**src/rtl/dl_pkg.sv**
```systemverilog
// Shared types for the download-to-SDRAM write path.
package dl_pkg;

  localparam int DL_ADDR_W     = 25;
  localparam int DL_FIFO_DEPTH = 8;

  typedef struct packed {
    logic [DL_ADDR_W-1:0] addr;
    logic [7:0]           data;
  } dl_entry_t;

  typedef enum logic [1:0] {
    IDLE = 2'd0,
    REQ  = 2'd1,
    GAP  = 2'd2
  } dl_state_t;

endpackage

```
**src/rtl/dl_fifo.sv**
```systemverilog
// Single-clock FIFO of download entries. Pointers carry one extra wrap bit
// so full and empty can be told apart without a separate counter. A push
// while full is only accepted when a pop frees a slot in the same cycle.
module dl_fifo
  import dl_pkg::*;
#(
  parameter int  DEPTH   = DL_FIFO_DEPTH,
  parameter type entry_t = dl_entry_t
) (
  input  logic   clk,
  input  logic   reset,
  input  logic   push,
  input  logic   pop,
  input  entry_t din,
  output logic   full,
  output logic   empty,
  output entry_t head
);

  localparam int PTR_W = $clog2(DEPTH);

  logic [PTR_W:0] wr_ptr;
  logic [PTR_W:0] rd_ptr;
  logic           wr_en;
  entry_t         mem [DEPTH];

  assign full  = (wr_ptr[PTR_W] != rd_ptr[PTR_W]) &&
                 (wr_ptr[PTR_W-1:0] == rd_ptr[PTR_W-1:0]);
  assign empty = (wr_ptr == rd_ptr);
  assign wr_en = push & (~full | pop);
  assign head  = mem[rd_ptr[PTR_W-1:0]];

  // Advance pointers; both may move in the same cycle.
  always_ff @(posedge clk) begin
    if (reset) begin
      wr_ptr <= '0;
      rd_ptr <= '0;
    end else begin
      if (wr_en) wr_ptr <= wr_ptr + {{PTR_W{1'b0}}, 1'b1};
      if (pop)   rd_ptr <= rd_ptr + {{PTR_W{1'b0}}, 1'b1};
    end
  end

  // Storage array; contents are don't-care until written, so no reset.
  always_ff @(posedge clk) begin
    if (wr_en) mem[wr_ptr[PTR_W-1:0]] <= din;
  end

endmodule

```
**src/rtl/download_sdram_writer.sv**
```systemverilog
// Buffers the download stage's byte writes and replays them one at a time
// to the SDRAM controller using a req/ack handshake. Holds the CPU until
// the download is over and every buffered byte has been written.
module download_sdram_writer
  import dl_pkg::*;
#(
  parameter int FIFO_DEPTH = DL_FIFO_DEPTH,
  parameter int ADDR_W     = DL_ADDR_W
) (
  input  logic              clk,
  input  logic              reset,
  input  logic              dl_wr,
  input  logic [ADDR_W-1:0] dl_addr,
  input  logic [7:0]        dl_data,
  input  logic              dl_downloading,
  output logic              sdram_req,
  output logic              sdram_we,
  output logic [ADDR_W-1:0] sdram_addr,
  output logic [7:0]        sdram_din,
  input  logic              sdram_ack,
  output logic              cpu_wait,
  output logic              overflow
);

  typedef struct packed {
    logic [ADDR_W-1:0] addr;
    logic [7:0]        data;
  } entry_t;

  dl_state_t         state;
  dl_state_t         state_next;
  logic              load;
  logic              prev_wr;
  logic              prev_downloading;
  logic [ADDR_W-1:0] last_addr;
  logic              push;
  logic              pop;
  logic              fifo_full;
  logic              fifo_empty;
  entry_t            fifo_din;
  entry_t            fifo_head;

  // A new byte is a fresh strobe, or a held strobe that moved to a new address.
  assign push     = dl_wr & (~prev_wr | (dl_addr != last_addr));
  assign pop      = (state == REQ) & sdram_ack;
  assign fifo_din = '{addr: dl_addr, data: dl_data};

  assign sdram_req = (state == REQ);
  assign sdram_we  = sdram_req;

  dl_fifo #(
    .DEPTH   (FIFO_DEPTH),
    .entry_t (entry_t)
  ) u_fifo (
    .clk   (clk),
    .reset (reset),
    .push  (push),
    .pop   (pop),
    .din   (fifo_din),
    .full  (fifo_full),
    .empty (fifo_empty),
    .head  (fifo_head)
  );

  // Remember the previous strobe/download level and the last captured address.
  always_ff @(posedge clk) begin
    if (reset) begin
      prev_wr          <= 1'b0;
      prev_downloading <= 1'b0;
      last_addr        <= '0;
    end else begin
      prev_wr          <= dl_wr;
      prev_downloading <= dl_downloading;
      if (push) last_addr <= dl_addr;
    end
  end

  // Handshake state register.
  always_ff @(posedge clk) begin
    if (reset) state <= IDLE;
    else       state <= state_next;
  end

  // Next state: issue the head entry, wait for ack, then one re-arm cycle.
  always_comb begin
    state_next = state;
    load       = 1'b0;
    case (state)
      IDLE: begin
        if (!fifo_empty) begin
          load       = 1'b1;
          state_next = REQ;
        end
      end
      REQ:     if (sdram_ack) state_next = GAP;
      GAP:     state_next = IDLE;
      default: state_next = IDLE;
    endcase
  end

  // Latch the head entry as the request payload so it stays stable during REQ.
  always_ff @(posedge clk) begin
    if (reset) begin
      sdram_addr <= '0;
      sdram_din  <= '0;
    end else if (load) begin
      sdram_addr <= fifo_head.addr;
      sdram_din  <= fifo_head.data;
    end
  end

  // Sticky drop flag, cleared by a new download starting; a drop wins over a clear.
  always_ff @(posedge clk) begin
    if (reset) begin
      overflow <= 1'b0;
    end else begin
      if (dl_downloading && !prev_downloading) overflow <= 1'b0;
      if (push && fifo_full && !pop)           overflow <= 1'b1;
    end
  end

  // CPU stays held while downloading, while bytes are buffered or a write is in flight.
  always_ff @(posedge clk) begin
    if (reset) cpu_wait <= 1'b0;
    else       cpu_wait <= dl_downloading | ~fifo_empty | (state != IDLE);
  end

endmodule

```
**config.mk**
```make
export PLATFORM = sky130hd
export DESIGN_NAME = download_sdram_writer
export DESIGN_NICKNAME = d
export VERILOG_FILES = /design/src/rtl/dl_pkg.sv /design/src/rtl/dl_fifo.sv /design/src/rtl/download_sdram_writer.sv
export SDC_FILE = /design/constraint.sdc
export NUM_CORES = 1
export LEC_CHECK = 0
export ABC_AREA = 1
export BUFFER_PORTS_ARGS = -buffer_cell sky130_fd_sc_hd__buf_2
export CAP_MARGIN = 25
export CORE_MARGIN = 3
export CORE_UTILIZATION = 45
export CTS_BUF_LIST = sky130_fd_sc_hd__clkbuf_8
export DETAILED_ROUTE_END_ITERATION = 6
export PLACE_DENSITY = 0.76
export SLEW_MARGIN = 10
export SYNTH_ARGS = -nofsm -noshare
export SYNTH_HDL_FRONTEND = slang
export SYNTH_SLANG_ARGS = --single-unit
```
**constraint.sdc**
```tcl
create_clock -name clk -period 3.9 [get_ports clk]
set_input_delay 0.39 -clock clk [delete_from_list [all_inputs] [get_ports clk]]
set_output_delay 0.39 -clock clk [all_outputs]
set_load 0.01 [all_outputs]
```
==> summary.txt <==
Status
  – Run status: complete, no violations

Worst setup path
  – Worst path required time: 4.17 ns
  – Critical Path Most Common Cell: nor2_1
  – Worst flop-to-flop path endpoint: u_fifo.mem[1][8]$_DFFE_PP_
  – CP Depth: 11
  – Reg2Reg Depth: 11
  – Crit. Startpoint: last_addr[13]$_SDFFE_PP0P_
  – Setup slack, reg-to-reg: 1.14 ns
  – CP max stage cell: nor2_4
  – CP top delay family: simple AND/OR/NAND/NOR gates
  – Setup Crit Path Kind: register to register
  – CP Data Arrival Time: 3.04 ns
  – Startpoint type of the worst setup path: register
  – R2R Path Start: last_addr[13]$_SDFFE_PP0P_
  – Crit path buffers/inverters: 3
  – CP Capture Type: register
  – CP peak stage delay: 0.60 ns
  – CP endpoint: u_fifo.mem[1][8]$_DFFE_PP_
  – Crit Path Max Fanout: 26
  – Critical-path cell list: inv_1, o21ai_1, nor2_1, nand2_1, nor2_1, nand3_4, nand2_8, inv_6, nand3_1, nor2_4, buf_12

Route
  – DR WL/cell: 17.8 um
  – DR iter-0 viols: 784
  – Number of vias per cell: 5.35
  – Detail Route Antenna Nets: 0
  – DR WL met3: 2410 um
  – Remaining DRCs: 0
  – Top Metal Used: met5
  – Final wirelength: 29700 um
  – Wire length on met2: 13800 um
  – First drt pass iteration count: 5
  – M1 WL: 12600 um
  – DR vias: 8927

Logic synthesis
  – Post-Syn Area: 0.0134 mm^2
  – Post-Syn Area per Cell: 11.5 um^2
  – Register area share after synthesis: 70.1%
  – Synthesized Nets: 1201
  – Synth Warn #: 0
  – Synthesized flop and latch total: 336
  – Async SR Flop Fraction: 0%
  – Distinct cells, synth: 36
  – Post-synth EDFFs: 264
  – Top FF cell, synth: edfxtp_1
  – Synth Instances: 1161

Floorplanning
  – Number of core rows: 62
  – IO Count: 75
  – Die Area: 0.0318 mm^2
  – Die width: 178 um
  – Initial Util: 46.0%
  – Core box area: 0.0290 mm^2
  – Die Span Y: 178 um

Clocking
  – CTS Sinks: 336
  – Post-CTS resize count: 0
  – Setup Buffers After CTS: 0
  – CTS H-tree lvls: 2
  – Clk buf depth: 3
  – Root Driver: clkbuf_8
  – CTS tree: done
  – Hold buffers post-CTS: 0
  – TritonCTS buffer count: 51
  – Clock Latency Late Sink: 0.58 ns
  – Clock slew at reported path FFs: 0.06 ns

STA
  – Final period util: 70.9%
  – Worst Clk Skew: 0.0160 ns
  – Worst slew margin: 49.1%
  – Worst Setup Slack, final: 1.14 ns
  – Min Clock Period, post-route: 2.76 ns
  – Final Hold Viols: 0
  – Slew Limit Fails: 0
  – Setup violations, final: 0
  – RSZ-0062 raised after global routing: no
  – Final setup TNS: 0 ns
  – Hold slack: 0.0571 ns
  – Worst-margin pin slew: 0.762 ns
  – Fmax: 362 MHz

Power and ir drop
  – Total leakage power: 5.63 nW
  – Combinational power share: 12.6%
  – Sequential share of power: 49.7%
  – Worst VDD drop: 0.272 mV
  – Sw power: 2.10 mW
  – Cell Int Power: 6.18 mW
  – Clock Power Share: 37.7%
  – Power per cell area: 540 mW/mm^2
  – Switching share of power: 25.3%

Cells and area
  – Diodes inserted: 0
  – Commonest non-fill, non-tap cell in the layout: edfxtp_1
  – Fraction of layout cells with a size suffix above 1: 15.9%
  – Most frequent cells in the layout: edfxtp_1 (264), nor2_1 (240), o21ai_0 (130), nand2_1 (114), buf_2 (74)
  – Area grow syn2layout: 14.7%
  – NumNets Final: 1281

Place
  – Pre-CTS setup slack: 0.910 ns
  – GPL Wtd Cong: 0.803
  – DP Wirelength: 17300 um
  – I/O Buffers: 74

GRT
  – Largest net degree at the start of global routing: 89
  – First-pass GRT wire length: 46700 um
  – Overflow after GRT: 0
  – GRT Util Overall: 18.8%
  – Initial antenna violation count: 3
  – Vias in the first global route: 8608

Hold path
  – Path type of the worst min-delay path: input pin to register

Job
  – Max cap viols: 0
## cell type report
class                   count  area, um^2
well taps                 384         480
flip-flops and latches    336        9370
inverters                  42         164
clock inverters            40         354
fillers                  2457       13700
repair buffers             96         648
multi-input cells         714        3530
clock buffers              56         771
## sequential cells by signal, indices dropped and copies added, names as in the netlist, 2 cells and up
signal	cells
u_fifo.mem	264
last_addr	25
sdram_addr	25
sdram_din	8
u_fifo.rd_ptr	4
u_fifo.wr_ptr	4
state	2
## Yosys cell counts (2+ instances only)
| cell | n | area share (%) |
|---|---|---|
| xnor2_1 | 2 | 0.13 |
| o21ai_0 | 130 | 4.9 |
| nor3_1 | 2 | 0.075 |
| o21ai_2 | 2 | 0.13 |
| o21a_1 | 33 | 1.9 |
| a21oi_1 | 41 | 1.5 |
| edfxtp_1 | 264 | 59 |
| a211oi_1 | 33 | 1.9 |
| dfxtp_1 | 72 | 11 |
| inv_2 | 2 | 0.056 |
| clkinv_1 | 2 | 0.056 |
| nor2_2 | 11 | 0.52 |
| nand3_1 | 4 | 0.15 |
| inv_1 | 37 | 1.0 |
| nor2_1 | 247 | 6.9 |
| o22ai_1 | 33 | 1.5 |
| xor2_1 | 8 | 0.52 |
| o21ai_1 | 40 | 1.5 |
| buf_6 | 9 | 0.76 |
| clkbuf_1 | 41 | 1.2 |
| buf_4 | 5 | 0.28 |
| ha_1 | 2 | 0.19 |
| nand4_1 | 3 | 0.14 |
| buf_2 | 13 | 0.49 |
| nand2_1 | 114 | 3.2 |
## through the flow
stage          power [mW]  cells  area, um^2  utilization (%)
4_1_cts              8.34   1667       15300             52.7
6_report             8.28   1668       15300             52.8
5_1_grt              8.62   1668       15300             52.8
2_1_floorplan        4.88   1161       13400                -
3_5_place_dp         5.23   1571       14200             48.9
3_3_place_gp         5.20   1571       14200             48.9
## power by group through the flow
stage	clock, mW	sequential [mW]	combinational, mW
floorplan	0	4.23	0.650
global route	3.33	4.13	1.16
CTS	3.17	4.11	1.05
detailed placement	0	4.19	1.04
finish	3.12	4.11	1.04
global placement	0	4.19	1.02
## worst min-delay path by stage
stage | startpoint | endpoint | cells after the start
2_1_floorplan | u_fifo.rd_ptr[3]$_SDFFE_PP0P_ | u_fifo.rd_ptr[3]$_SDFFE_PP0P_ | 1
3_3_place_gp | u_fifo.rd_ptr[3]$_SDFFE_PP0P_ | u_fifo.rd_ptr[3]$_SDFFE_PP0P_ | 1
3_5_place_dp | u_fifo.rd_ptr[3]$_SDFFE_PP0P_ | u_fifo.rd_ptr[3]$_SDFFE_PP0P_ | 1
4_1_cts | dl_downloading | prev_downloading$_SDFF_PP0_ | 3
5_1_grt | dl_data[7] | u_fifo.mem[3][7]$_DFFE_PP_ | 1
6_report | dl_downloading | prev_downloading$_SDFF_PP0_ | 3
## cells by family after synthesis
group | Yosys count | share of synthesized area (%)
simple gates | 390 | 11.8
flops | 336 | 70.1
compound gates | 312 | 13.3
buf+inv | 111 | 3.92
fa+ha+maj | 2 | 0.187
xor+xnor | 10 | 0.656
## tightest hold or removal path, cell delays in order
cell    delay, ns
buf_2        0.07
inv_1        0.05
nor2_1       0.08
## routing by layer
layer,global-route usage [%],vias up
li1,-,4261
met1,25.7,4246
met2,30.0,345
met3,4.45,69
met4,6.30,6
met5,0,-
(Power assumes the default switching activity.)
